[src/rtl/traffic_pkg.sv]
// Shared types and constants for the intersection phase scheduler.
// Phase codes, lamp bit positions and the per-road lamp decode.
package traffic_pkg;

  typedef enum logic [2:0] {
    P_GA  = 3'd0,
    P_YA  = 3'd1,
    P_ARA = 3'd2,
    P_GB  = 3'd3,
    P_YB  = 3'd4,
    P_ARB = 3'd5
  } phase_e;

  localparam int L_R   = 0;
  localparam int L_Y   = 1;
  localparam int L_G   = 2;
  localparam int NLAMP = 3;

  // Exactly one lamp lit: red unless green or yellow is selected.
  function automatic logic [NLAMP-1:0] lamp_decode(
    input logic g,
    input logic y
  );
    logic [NLAMP-1:0] l;
    l        = '0;
    l[L_G]   = g;
    l[L_Y]   = y;
    l[L_R]   = ~(g | y);
    return l;
  endfunction

endpackage

[src/rtl/phase_timer.sv]
// Dwell timer: counts ticks since the last phase change and
// saturates at all-ones so a long idle green keeps its maximum.
module phase_timer #(
  parameter int TW = 6
) (
  input  logic          clk,
  input  logic          rst_n,
  input  logic          tick,
  input  logic          clear,
  output logic [TW-1:0] t
);

  localparam logic [TW-1:0] T_MAX = '1;

  logic [TW-1:0] t_d;
  logic [TW-1:0] t_q;

  // Clear wins over count; count holds at the saturation value.
  always_comb begin
    t_d = t_q;
    if (clear) begin
      t_d = '0;
    end else if (tick && (t_q != T_MAX)) begin
      t_d = t_q + 1'b1;
    end
  end

  // Timer register.
  always_ff @(posedge clk or negedge rst_n) begin
    if (!rst_n) begin
      t_q <= '0;
    end else begin
      t_q <= t_d;
    end
  end

  assign t = t_q;

endmodule

[src/rtl/traffic_phase_scheduler.sv]
// Two-road intersection sequencer: phase FSM with min/max green,
// yellow and all-red dwells, pedestrian latches and lamp/walk decode.
module traffic_phase_scheduler
  import traffic_pkg::*;
#(
  parameter int MIN_GREEN = 8,
  parameter int MAX_GREEN = 30,
  parameter int YELLOW_T  = 3,
  parameter int ALLRED_T  = 1,
  parameter int TW        = 6
) (
  input  logic       clk,
  input  logic       rst_n,
  input  logic       tick,
  input  logic       TA,
  input  logic       TB,
  input  logic       PA,
  input  logic       PB,
  output logic       RA,
  output logic       YA,
  output logic       GA,
  output logic       RB,
  output logic       YB,
  output logic       GB,
  output logic       WALK_A,
  output logic       WALK_B,
  output logic [2:0] phase
);

  localparam logic [TW-1:0] MIN_M1 = TW'(MIN_GREEN - 1);
  localparam logic [TW-1:0] MAX_M1 = TW'(MAX_GREEN - 1);
  localparam logic [TW-1:0] YEL_M1 = TW'(YELLOW_T - 1);
  localparam logic [TW-1:0] AR_M1  = TW'(ALLRED_T - 1);
  localparam logic [TW-1:0] MIN_T  = TW'(MIN_GREEN);

  phase_e        phase_d;
  phase_e        phase_q;
  logic          pend_a_d;
  logic          pend_a_q;
  logic          pend_b_d;
  logic          pend_b_q;
  logic [TW-1:0] t;
  logic          t_clear;
  logic          demand_a;
  logic          demand_b;
  logic          ga_done;
  logic          gb_done;
  logic [NLAMP-1:0] lamp_a;
  logic [NLAMP-1:0] lamp_b;

  assign demand_a = TA | pend_a_q;
  assign demand_b = TB | pend_b_q;

  assign ga_done = demand_b &
    (((t >= MIN_M1) & ~TA) | (t >= MAX_M1));
  assign gb_done = demand_a &
    (((t >= MIN_M1) & ~TB) | (t >= MAX_M1));

  assign t_clear = (phase_d != phase_q);

  phase_timer #(
    .TW(TW)
  ) u_timer (
    .clk  (clk),
    .rst_n(rst_n),
    .tick (tick),
    .clear(t_clear),
    .t    (t)
  );

  // Next phase: legal phases move only on tick, illegal codes
  // fall back to A green on the next clock regardless of tick.
  always_comb begin
    phase_d = phase_q;
    case (phase_q)
      P_GA:  if (tick && ga_done)      phase_d = P_YA;
      P_YA:  if (tick && t == YEL_M1)  phase_d = P_ARA;
      P_ARA: if (tick && t == AR_M1)   phase_d = P_GB;
      P_GB:  if (tick && gb_done)      phase_d = P_YB;
      P_YB:  if (tick && t == YEL_M1)  phase_d = P_ARB;
      P_ARB: if (tick && t == AR_M1)   phase_d = P_GA;
      default:                         phase_d = P_GA;
    endcase
  end

  // Pedestrian latches: capture any cycle, clear on entry to
  // the matching green; the clear wins over a same-cycle set.
  always_comb begin
    pend_a_d = pend_a_q | PA;
    pend_b_d = pend_b_q | PB;
    if ((phase_d == P_GA) && (phase_q != P_GA)) begin
      pend_a_d = 1'b0;
    end
    if ((phase_d == P_GB) && (phase_q != P_GB)) begin
      pend_b_d = 1'b0;
    end
  end

  // Phase and pending-request registers.
  always_ff @(posedge clk or negedge rst_n) begin
    if (!rst_n) begin
      phase_q  <= P_GA;
      pend_a_q <= 1'b0;
      pend_b_q <= 1'b0;
    end else begin
      phase_q  <= phase_d;
      pend_a_q <= pend_a_d;
      pend_b_q <= pend_b_d;
    end
  end

  assign lamp_a = lamp_decode(phase_q == P_GA, phase_q == P_YA);
  assign lamp_b = lamp_decode(phase_q == P_GB, phase_q == P_YB);

  assign RA = lamp_a[L_R];
  assign YA = lamp_a[L_Y];
  assign GA = lamp_a[L_G];
  assign RB = lamp_b[L_R];
  assign YB = lamp_b[L_Y];
  assign GB = lamp_b[L_G];

  assign WALK_A = (phase_q == P_GA) & (t < MIN_T);
  assign WALK_B = (phase_q == P_GB) & (t < MIN_T);

  assign phase = phase_q;

endmodule

[config.mk]
export PLATFORM = sky130hd
export DESIGN_NAME = traffic_phase_scheduler
export DESIGN_NICKNAME = d
export VERILOG_FILES = /design/src/rtl/traffic_pkg.sv /design/src/rtl/phase_timer.sv /design/src/rtl/traffic_phase_scheduler.sv
export SDC_FILE = /design/constraint.sdc
export NUM_CORES = 1
export LEC_CHECK = 0
export BUFFER_PORTS_ARGS = -buffer_cell sky130_fd_sc_hd__buf_4
export CORE_MARGIN = 5
export CORE_UTILIZATION = 46
export CTS_CLUSTER_DIAMETER = 100
export CTS_CLUSTER_SIZE = 24
export DETAILED_ROUTE_END_ITERATION = 7
export PLACE_DENSITY_LB_ADDON = 0.1
export REMOVE_ABC_BUFFERS = 1
export SYNTH_ARGS = -nofsm -noshare
export SYNTH_HDL_FRONTEND = slang
export SYNTH_HIERARCHICAL = 1
export SYNTH_SLANG_ARGS = --single-unit
export TNS_END_PERCENT = 10
[constraint.sdc]
create_clock -name clk -period 2.2 [get_ports clk]
set_input_delay 0.44 -clock clk [delete_from_list [all_inputs] [get_ports clk]]
set_output_delay 0.44 -clock clk [all_outputs]
set_load 0.1 [all_outputs]
==> summary.md <==
| Metric | Value |
|---|---|
| Endpoints failing setup | `0` |
| Remaining routing DRC violations | `0` |
| Final RePlAce weighted congestion | `0.8678` |
| Skew-Pair Late Insertion Delay | `270 ps` |
| Post-synthesis sequential area ratio | `0.3612` |
| Post-Syn Area | `762.0 um2` |
| Final wirelength | `2.071 mm` |
| Htree depth | `1` |
| Fin nets | `134` |
| Yosys reg bits | `11` |
| Cell variety after synth | `35` |
| Synth Instances | `93` |
| Relative slew margins | `0.7399` |
| DR WL/cell | `14.69 um` |
| Routed vias/inst | `5.894` |
| RSZ-0062 raised after global routing | `true` |
| Vias in the first global route | `824` |
| GR Util All Layers | `0.1783` |
| Critical path class | `reg -> reg` |
| Crit-path max FO | `5` |
| Prevailing post-synth register cell | `dfrtp_1` |
| Cells on worst reg2reg path | `7` |
| Register area | `275.3 um2` |
| Initial DRC count | `21` |
| Vias post-DR | `831` |
| Synthesis Warnings | `6` |
| MaxCap Viol Count | `0` |
| Slew @ Worst Pin | `390.1 ps` |
| DP Cell Count | `136` |
| Worst Hold Class | `in -> reg` |
| Crit path capture type | `flop` |
| Clock sink count | `11` |
| Avg Cell Area, Syn | `8.193 um2` |
| Reg2reg setup slack | `70 ps` |
| Final Hold Fails | `0` |
| Async set-or-reset flop fraction in the synthesized netlist | `1.000` |
| Type of origin of the critical path | `flop` |
| Status | `completed` |
| Die ar. | `0.002570 mm2` |
| Initial antenna violation count | `0` |
| Setup Skew | `0.3720 ps` |
| Hold path endpoint | `pend_b_q` |
| Layout area overhead | `36.45%` |
| FILL cells | `137` |
| Ant diodes | `0` |
| Initial DRT Pass Iterations | `4` |
| Cts bufs inserted | `3` |
| Tcrit/Tclk final | `0.9695` |
| I/O pins | `18` |
| Core area | `0.001541 mm2` |
| Initial core utilization | `0.4943` |
| Area of the multi-input gates | `456.7 um2` |
| Non-Filler Instances | `141` |
| FF-to-FF End | `u_timer/t[2]` |
| Hold path cells | `3` |
| Worst EP arrival | `2300 ps` |
| CTS tree | `built` |
| Tmin final | `2133 ps` |
| Clock root cell | `clkbuf_4` |
| Slew Viols, Final | `0` |
| Die Wd | `50.70 um` |
| Largest net degree at the start of global routing | `13` |
| Min-delay src | `PB` |
| CTS clock-pin slew for the worst setup and hold paths | `70 ps` |
| Grt ovf | `0` |
| Clock buffer depth | `2` |
| Number of flops mapped to enable cells by yosys | `0` |
| DP Wirelength | `1.603 mm` |
| Die extent in y | `50.70 um` |
| Maximum clock frequency | `468.9 MHz` |
| Layout cells sized above 1 | `0.3360` |
| Worst reg2reg startpoint | `u_timer/t[3]` |
| Antenna-violating nets left | `0` |
| Port bufs | `17` |
| Critical Path RT | `2370 ps` |
| Row cnt | `14` |
| Setup Buffers After CTS | `0` |
| First-pass GRT wire length | `3.581 mm` |
-- registers in the layout (all words and copies together), names as in the netlist --
name	flops
u_timer/t	6
phase	3
pend_a_q	1
pend_b_q	1
-- worst max-delay path: stages (launching register included) --
cell      delay (ps)
dfrtp_1          380
or3_4            400
o31a_1           300
a31o_1           200
a211oi_2         240
o21ai_2          130
buf_4            180
a311oi_1         210
-- per-layer routing --
metal | track usage | share of wire | vias up
li1 | - | - | 411
met1 | 0.2054 | 0.44 | 389
met2 | 0.3079 | 0.49 | 27
met3 | 0.04734 | 0.063 | 4
met4 | 0.07234 | 0.014 | 0
met5 | 0 | 0 | -
-- area by class of cell --
type | instances | share of cell area
Inverter | 5 | 0.01805
Tap cell | 16 | 0.01925
Timing Repair Buffer | 32 | 0.2335
Multi-Input combinational cell | 73 | 0.4392
Sequential cell | 11 | 0.2647
Clock buffer | 4 | 0.02527
-- metrics by stage --
stage,instance area (um2),setup slack [ps],hold WS (ps),TNS (ps),util
floorplan,739.5,-1990,144.4,-11270,-
global placement,992.2,-111.6,281.2,-218.2,0.6437
detailed placement,992.2,-188.5,284.9,-513.7,0.6437
CTS,1032,11.54,377.9,0,0.6696
global route,1040,-74.50,387.9,-186.2,0.6745
finish,1040,67.18,378.8,0,0.6745
-- placed cells by master, fill, tap and decap left out, types with 2 or more instances in the layout --
cell / instances
a211oi_2: 2
dfrtp_1: 11
a31oi_1: 3
o21ai_0: 6
o311ai_1: 2
a21oi_1: 4
nor2_1: 16
nand2_1: 6
o211a_1: 2
and2_1: 2
nand3_1: 3
nand4_1: 2
nor3b_1: 3
clkbuf_4: 3
buf_4: 31
inv_1: 4
nor3_1: 3
-- Yosys cell counts, types with 2 or more instances --
master | n | area share
o311ai_0 | 2 | 0.023
clkbuf_1 | 3 | 0.015
nand4_1 | 2 | 0.016
inv_1 | 5 | 0.025
nor3b_1 | 3 | 0.030
nor2_1 | 16 | 0.079
a211oi_1 | 2 | 0.020
a31oi_1 | 3 | 0.025
nand3_1 | 3 | 0.020
o211a_1 | 2 | 0.026
a21oi_1 | 4 | 0.026
dfrtp_1 | 11 | 0.36
nand2_1 | 7 | 0.034
and2_1 | 2 | 0.016
nor3_1 | 3 | 0.020
o21ai_0 | 6 | 0.039
-- logic make-up after synthesis --
kind of cell | synth area share
AO/OA/AOI/OAI | 0.2644
adder cells (fa/ha/maj) | 0.01642
buffers and inverters | 0.05419
flip-flops | 0.3612
multiplexers | 0.01314
AND/OR/NAND/NOR | 0.2907
-- timing repair --
action / in CTS / in global routing
endpoints found under the hold margin: 11 / 0
gates cloned: 0 / 0
endpoints found under the setup margin: 2 / 4
hold buffers: 1 / 0
pin swaps: 1 / 0
gates resized for setup: 2 / 4
-- how the worst max path moves through the flow --
stage	slack (ps)	endpoint	from	cells after the start
after detailed placement	-190	u_timer/t[1]	tick	9
final	70	u_timer/t[2]	u_timer/t[3]	7
after global placement	-110	u_timer/t[1]	tick	9
after floorplan	-1990	WALK_A	phase[2]	3
after global routing	-70	u_timer/t[0]	u_timer/t[3]	8
after CTS	10	u_timer/t[1]	u_timer/t[3]	8
Power is not shown: default switching activity piles up to over one toggle a cycle in this logic, so the estimate is an artifact.
